===== config.mk =====
export PLATFORM = sky130hd
export DESIGN_NAME = issue_hazard_scoreboard
export DESIGN_NICKNAME = d
export VERILOG_FILES = /design/src/rtl/issue_hazard_scoreboard.sv
export SDC_FILE = /design/constraint.sdc
export NUM_CORES = 1
export LEC_CHECK = 0
export CORE_UTILIZATION = 34
export DETAILED_ROUTE_END_ITERATION = 10
export SETUP_SLACK_MARGIN = 0.1
export SYNTH_ARGS = -nofsm -noshare
export SYNTH_HDL_FRONTEND = slang
export SYNTH_SLANG_ARGS = --single-unit

===== constraint.sdc =====
create_clock -name clk -period 4.75 [get_ports clk]
set_input_delay 0.95 -clock clk [delete_from_list [all_inputs] [get_ports clk]]
set_output_delay 0.95 -clock clk [all_outputs]
set_load 0.01 [all_outputs]

===== src/rtl/issue_hazard_scoreboard.sv =====
`default_nettype none
// ============================================================================
//  Module   : issue_hazard_scoreboard
//  Purpose  : N-lane issue stage. Decodes each lane's opcode into effective
//             src1/src2/dest (unused fields forced to x0), tracks in-flight
//             destinations in a busy table, detects RAW/WAW hazards against
//             in-flight writers and older lanes of the same bundle, and
//             issues the longest hazard-free in-order prefix into a single
//             registered output stage with a valid/ready handshake.
//  Ports    : clk, rst_n (async, active-low), flush (sync kill)
//             in_valid/in_opcode/in_src1/in_src2/in_dest : incoming bundle
//             in_accept_cnt : lanes consumed this cycle (combinational)
//             out_valid/out_src1/out_src2/out_dest       : registered bundle
//             out_ready     : downstream takes the whole output bundle
//             wb_valid/wb_rd: writeback ports clearing busy bits
//             busy          : busy table (debug)
//  Revision : 1.0  initial release
// ============================================================================
module issue_hazard_scoreboard #(
  parameter int LANES   = 2,
  parameter int NREGS   = 32,
  parameter int REGW    = 5,
  parameter int WBPORTS = 2
) (
  input  logic                           clk,
  input  logic                           rst_n,
  input  logic                           flush,
  input  logic [LANES-1:0]               in_valid,
  input  logic [LANES*7-1:0]             in_opcode,
  input  logic [LANES*REGW-1:0]          in_src1,
  input  logic [LANES*REGW-1:0]          in_src2,
  input  logic [LANES*REGW-1:0]          in_dest,
  output logic [$clog2(LANES+1)-1:0]     in_accept_cnt,
  output logic [LANES-1:0]               out_valid,
  output logic [LANES*REGW-1:0]          out_src1,
  output logic [LANES*REGW-1:0]          out_src2,
  output logic [LANES*REGW-1:0]          out_dest,
  input  logic                           out_ready,
  input  logic [WBPORTS-1:0]             wb_valid,
  input  logic [WBPORTS*REGW-1:0]        wb_rd,
  output logic [NREGS-1:0]               busy
);

  localparam int c_CNTW = $clog2(LANES + 1);

  logic [REGW-1:0]      w_src1 [LANES];
  logic [REGW-1:0]      w_src2 [LANES];
  logic [REGW-1:0]      w_dest [LANES];
  logic [LANES-1:0]     w_blocked;
  logic [NREGS-1:0]     w_wb_hit;
  logic [NREGS-1:0]     w_eff_busy;
  logic [NREGS-1:0]     w_busy_nxt;
  logic [c_CNTW-1:0]    w_cand_cnt;
  logic [c_CNTW-1:0]    w_accept_cnt;
  logic                 w_stall;

  logic [NREGS-1:0]     r_busy;
  logic [LANES-1:0]     r_out_valid;
  logic [LANES*REGW-1:0] r_out_src1;
  logic [LANES*REGW-1:0] r_out_src2;
  logic [LANES*REGW-1:0] r_out_dest;

  // Per-lane opcode decode: which raw fields the instruction really uses.
  generate
    for (genvar g = 0; g < LANES; g++) begin : g_decode
      logic w_use1, w_use2, w_used;
      always_comb begin
        w_use1 = 1'b1;
        w_use2 = 1'b1;
        w_used = 1'b1;
        case (in_opcode[g*7 +: 7])
          7'b0010011, 7'b0000011, 7'b1100111: begin
            w_use2 = 1'b0;
          end
          7'b0100011, 7'b1100011: begin
            w_used = 1'b0;
          end
          7'b1101111, 7'b0010111, 7'b0110111: begin
            w_use1 = 1'b0;
            w_use2 = 1'b0;
          end
          default: ;
        endcase
      end
      assign w_src1[g] = w_use1 ? in_src1[g*REGW +: REGW] : '0;
      assign w_src2[g] = w_use2 ? in_src2[g*REGW +: REGW] : '0;
      assign w_dest[g] = w_used ? in_dest[g*REGW +: REGW] : '0;
    end
  endgenerate

  // Same-cycle writebacks are bypassed: a register being written back now
  // no longer counts as busy for hazard purposes.
  always_comb begin
    w_wb_hit = '0;
    for (int r = 0; r < NREGS; r++) begin
      for (int k = 0; k < WBPORTS; k++) begin
        if (wb_valid[k] && (wb_rd[k*REGW +: REGW] == REGW'(r))) begin
          w_wb_hit[r] = 1'b1;
        end
      end
    end
  end

  assign w_eff_busy = r_busy & ~w_wb_hit;

  // Hazard detection. x0 never participates.
  always_comb begin
    w_blocked = '0;
    for (int i = 0; i < LANES; i++) begin
      if ((w_src1[i] != '0) && w_eff_busy[w_src1[i]]) w_blocked[i] = 1'b1;
      if ((w_src2[i] != '0) && w_eff_busy[w_src2[i]]) w_blocked[i] = 1'b1;
      if ((w_dest[i] != '0) && w_eff_busy[w_dest[i]]) w_blocked[i] = 1'b1;
      for (int j = 0; j < i; j++) begin
        if ((w_dest[j] != '0) &&
            ((w_dest[j] == w_src1[i]) || (w_dest[j] == w_src2[i]) ||
             (w_dest[j] == w_dest[i]))) begin
          w_blocked[i] = 1'b1;
        end
      end
    end
  end

  // Length of the leading run of valid, unblocked lanes.
  always_comb begin
    logic v_run;
    w_cand_cnt = '0;
    v_run      = 1'b1;
    for (int i = 0; i < LANES; i++) begin
      if (v_run && in_valid[i] && !w_blocked[i]) begin
        w_cand_cnt = w_cand_cnt + c_CNTW'(1);
      end else begin
        v_run = 1'b0;
      end
    end
  end

  assign w_stall      = (r_out_valid != '0) && !out_ready;
  assign w_accept_cnt = (w_stall || flush) ? '0 : w_cand_cnt;

  // Busy update: clear on writeback, then set for accepted writers, so a
  // set wins over a same-cycle clear of the same register.
  always_comb begin
    w_busy_nxt = r_busy & ~w_wb_hit;
    for (int i = 0; i < LANES; i++) begin
      if ((i < int'(w_accept_cnt)) && (w_dest[i] != '0)) begin
        w_busy_nxt[w_dest[i]] = 1'b1;
      end
    end
    w_busy_nxt[0] = 1'b0;
  end

  always_ff @(posedge clk or negedge rst_n) begin
    if (!rst_n) begin
      r_busy <= '0;
    end else if (flush) begin
      r_busy <= '0;
    end else begin
      r_busy <= w_busy_nxt;
    end
  end

  always_ff @(posedge clk or negedge rst_n) begin
    if (!rst_n) begin
      r_out_valid <= '0;
      r_out_src1  <= '0;
      r_out_src2  <= '0;
      r_out_dest  <= '0;
    end else if (flush) begin
      r_out_valid <= '0;
    end else if (!w_stall) begin
      for (int i = 0; i < LANES; i++) begin
        if (i < int'(w_accept_cnt)) begin
          r_out_valid[i]               <= 1'b1;
          r_out_src1[i*REGW +: REGW]   <= w_src1[i];
          r_out_src2[i*REGW +: REGW]   <= w_src2[i];
          r_out_dest[i*REGW +: REGW]   <= w_dest[i];
        end else begin
          r_out_valid[i]               <= 1'b0;
          r_out_src1[i*REGW +: REGW]   <= '0;
          r_out_src2[i*REGW +: REGW]   <= '0;
          r_out_dest[i*REGW +: REGW]   <= '0;
        end
      end
    end
  end

  assign in_accept_cnt = w_accept_cnt;
  assign out_valid     = r_out_valid;
  assign out_src1      = r_out_src1;
  assign out_src2      = r_out_src2;
  assign out_dest      = r_out_dest;
  assign busy          = r_busy;

endmodule
`default_nettype wire


# Word level (Yosys, flattened, before mapping)
# Cells that the tools add are included.
# word_totals
memories	0
in_bits	62
latchBits	0
register_bits	64
out_inout_bits	66
ram_bits	0
elab_cells	315
mem_bits_ro	0
# classes
n_reduce_logical	101
eq_ne	82
shift	0
n_mux	110
mul	0
order_cmp	10
bitwise	6
addsub	1
n_div	0
# op_table
cell	count
$eq 5x5->1 const B	32
$mux 32	3
$mux 1	83
$eq 5x4->1 const B	16
$logic_and 1x1->1	79
$or 32x32->32	2
$mux 5	12
$eq 7x7->1 const B	6
$eq 5x3->1 const B	8
$lt 5x6->1 const B	6
$and 32x32->32	1
$not 32->32	1
$bmux 1 s5	6
$reduce_bool 5->1	6
$eq 7x5->1 const B	4
$eq 7x6->1 const B	4
$eq 5x2->1 const B	4
$eq 5x5->1	3
$eq 7x2->1 const B	2
$reduce_or 6->1	2
$demux 1 s5	2
$eq 5x1->1 const B	2
$ge 5x1->1 const B	2
$logic_not 5->1	2
11 further kinds	22

# Longest topological paths before layout
# logic_depth
ltp_word	25
depth_mapped	18
mapped_depth_nobuf	15

# Worst setup path before layout
# No wires, ideal clock.
# synth_timing
path_type	in2out
startpoint	in wb_rd[3]
endpoint	out in_accept_cnt[1]
path_buffers	2
required_time_ns	3.800
cell_stages	13
arrival_time_ns	3.585
setup_slack_ns	0.215
cell_sequence	nand2b_1 -> clkbuf_1 -> o221a_2 -> inv_1 -> mux4_2 -> a2111oi_0 -> a221oi_1 -> and4_1 -> nor4b_2 -> ha_1 -> buf_4 -> nand2_1 -> inv_1
# synth_via
elab_chain_cells	19
word_cells_on_any_way	165
classes_between	add/sub (1); eq/ne (31); mux (87); bitwise (2); reduce/logical (44)
# synth_rtl
element	line_no	text
start, declared	40	input logic [WBPORTS*REGW-1:0] wb_rd,
$eq 5x1->1 (tied with other cells)	97	if (wb_valid[k] && (wb_rd[k*REGW +: REGW] == REGW'(r))) begin
$logic_and 1x1->1	97	
$mux 1 (2 in series)	97	
$not 32->32 *	104	assign w_eff_busy = r_busy & ~w_wb_hit;
$and 32x32->32 *	104	
branches (longest 11 deep; another with $add 2x1->2)	n/a	
$mux 2 *	129	if (v_run && in_valid[i] && !w_blocked[i]) begin
$mux 2 *	138	assign w_accept_cnt = (w_stall || flush) ? '0 : w_cand_cnt;
end, declared	33	output logic [$clog2(LANES+1)-1:0] in_accept_cnt,
# Mark *: on every way between the ends. The select of a mux whose other input is x is not followed.

# Worst setup path in the final report
# layout_timing
startpoint	in wb_rd[1]
endpoint	out in_accept_cnt[0]
# The elaborated chain is that of the path after synthesis.

==> impl_metrics.yaml <==
yosys:
  syn_avg_cell_area_um2: 7.97
  syn_inst: 741
  synth_compound_area_share_pct: 33.4
  synth_top_family_by_area: "compound AO/OA/AOI/OAI gates"
  synthMuxAreaShare_pct: 8.34
  ys_warn_count: 0
  synthesis.nets: 804
  ys.flop_type: "dfrtp_1"
  synth.top_cells.by_area: "dfrtp_1 (27%), nand2_1 (5.6%), nor2_1 (4.7%)"
  synth_top_area_cell: "dfrtp_1"
  syn_area_um2: 5910
  synth-seq-cells: 63
  synth_fa_ha_area_share_pct: 0.212
  synthArstFlopShare_pct: 100
  synth_top_cell_area_share_pct: 26.7
  synthXorXnorAreaFrac_pct: 0.741
  seq_area_frac_synth_pct: 26.7
  ys_types: 75
  synth_edf_count: 0
  yosys.area_share.simple_pct: 25.3
timing:
  fmax_ghz: 0.204
  tns_ns: -0.272
  finalCritPeriodShare_pct: 103
  min_period_ns: 4.91
  worstMarginPinSlew_ns: 0.789
  hold_violations: 0
  rsz0062_at_grt: "true"
  slew_viol_final: 0
  worst_slack_ns: -0.160
  worst_hold_slack_ns: 0.492
  setup_viol: 2
  max-slew-margin-rel_pct: 47.0
  finClkSkew_ns: 0.00508
finish:
  layoutNonFillerInstCount: 1320
  final_common_cell: "buf_4"
  area_growth_pct: 69.2
  final_cell_area_um2: 10000
  layout_common_cells: "buf_4 (270), clkdlybuf4s50_1 (98), nand2_1 (84)"
  diodes: 0
  drive_gt1_share_pct: 36.9
  fin_nets: 1160
  final_util_pct: 59.7
global_routing:
  antenna_found_initial: 0
  grt_util_all_layers_pct: 33.8
  grt_pass1_wl_um: 45000
  grt_max_degree: 41
  grt_remaining_overflow: 0
  grt_pass1_vias: 7551
setup_path:
  arrival_ns: 3.96
  required_ns: 3.80
  critPathMaxStageDelay_ns: 0.49
  cp-start-kind: "input pin"
  path_delay_family: "compound AO/OA/AOI/OAI gates"
  cp_max_fo: 8
  path_cells: "buf_4 > nand4b_1 > o221ai_2 > buf_4 > nand2_1 > mux4_2 > a211o_1 > a311oi_2 > o2111ai_2 > nor4b_4 > ha_4 > and2_4 > buf_6"
  critPathBufInv: 3
  critPathCaptureType: "output pin"
  slowest_stage: "mux4_2"
  crit_type: "in -> out"
  critPathMostFrequentCell: "buf_4"
placement:
  dp_slack_ns: -0.985
  place_congestion: 0.973
  io_buffers: 126
  place_inst: 1285
  dpl.hpwl_um: 23200
  dpl_cell_area_um2: 9230
job:
  cap_violations: 0
detailed_routing:
  vias: 7917
  initialDrtViolationCount: 850
  ant_nets: 0
  drc_errors: 0
  routed_via_density: 6.00
  wl_um: 30000
  avgRoutedWirePerCell_um: 22.7
  drt-pass1-iter-count: 9
cts:
  cts_max_level: 3
  clockBufferDepth: 2
  cts_buffers: 9
  clk_pin_slew_ns: 0.06
  hold_buffers: 0
  tritoncts: "built"
  cts-root-buf: "clkbuf_16"
  clock_sinks: 63
  insertion_delay_ns: 0.34
floorplan:
  ios: 128
  die-area_um2: 17900
  die_h_um: 134
  core_region_area_um2: 16800
  row_count: 47
  die_w_um: 134
  initial_core_util_pct: 35.3
power_and_ir_drop:
  ir_worst_vdd_v: 0.000162
  powerDensity_nw_per_um2: 177
  fin_total_pwr_mw: 1.77
  p_leak_nw: 4.21
status:
  status: "finished, violations left"
  violations: "negative setup slack"
hold_path:
  hp-class: "reg -> reg"
[path summary, 6_finish.rpt]
| path | startpoint | to | slack (ns) | depth (start not counted) |
|---|---|---|---|---|
| max in group asynchronous | rst_n | busy[1]$_DFF_PN0_ | 3.16 | 2 |
| worst max-delay path | wb_rd[1] | in_accept_cnt[0] | -0.16 | 13 |
| min in group asynchronous | rst_n | out_src1[1]$_DFFE_PN0P_ | 0.64 | 1 |
| worst min register to register | out_dest[0]$_DFFE_PN0P_ | out_dest[0]$_DFFE_PN0P_ | 0.49 | 2 |
| worst max register to register | busy[21]$_DFF_PN0_ | busy[7]$_DFF_PN0_ | 0.83 | 17 |
| worst min-delay path | out_dest[0]$_DFFE_PN0P_ | out_dest[0]$_DFFE_PN0P_ | 0.49 | 2 |
[layer usage]
layer	share of wire, %	vias to the layer above	track usage [%]
met5	0	-	0
met4	4.9	0	17.0
li1	-	3603	-
met3	8.8	79	7.41
met2	43	455	50.0
met1	44	3780	46.1
[worst reg2reg max path: cells and delay by family (launching register included)]
kind            cells  cell delay (ns)
buf+inv             3             0.45
compound gates      6             1.37
flops               1             0.43
fa+ha+maj           1             0.26
simple gates        6             0.79
mux                 1             0.49
[power breakdown]
part	switching (mW)	internal [mW]
logic	0.275	0.257
registers	0.00893	0.552
clock network	0.262	0.413
total	0.546	1.22
[sequential cells by signal, summed over array words and instances (netlist names)]
name       flops
busy          31
out_dest      10
out_src1      10
out_src2      10
out_valid      2
[repair_timing]
item,CTS,global route
buffers inserted,16,4
cloned,1,0
setup endpoints to repair,42,33
resized for setup,146,22
pin swaps,24,18
[cells in the mapped netlist (9+ instances only)]
cell      count
o21ai_0      51
nor3_1       22
nand3_1      17
clkbuf_1     50
a31oi_1      26
nand2b_1     18
mux2i_1      20
a22o_1       19
o22ai_1       9
dfrtp_1      63
nand2_1      88
o221a_2      14
a221oi_1     15
nand4b_1      9
o221ai_1     26
nor2_1       74
inv_1        19
a21oi_1      27
mux4_2       10
[kinds of logic (layout without fill, tap and decap cells)]
group | after synthesis | after routing
other | 1 | 1
adders and majority gates | 1 | 1
AOI/OAI and AO/OA | 264 | 264
and+or+nand+nor | 292 | 293
buffers and inverters | 79 | 437
xor gates and xnor gates | 5 | 5
DFF | 63 | 63
muxes | 36 | 36
[final cells by class]
cell class,instances,area (um2)
Tap cell,220,275
Inverter,20,75.1
Sequential cell,63,1580
Multi-Input combinational cell,600,4400
Fill cell,1547,6760
Clock buffer,10,239
Timing Repair Buffer,403,3390
Clock inverter,4,47.5
Note: power is estimated with default switching activity, not from simulation.
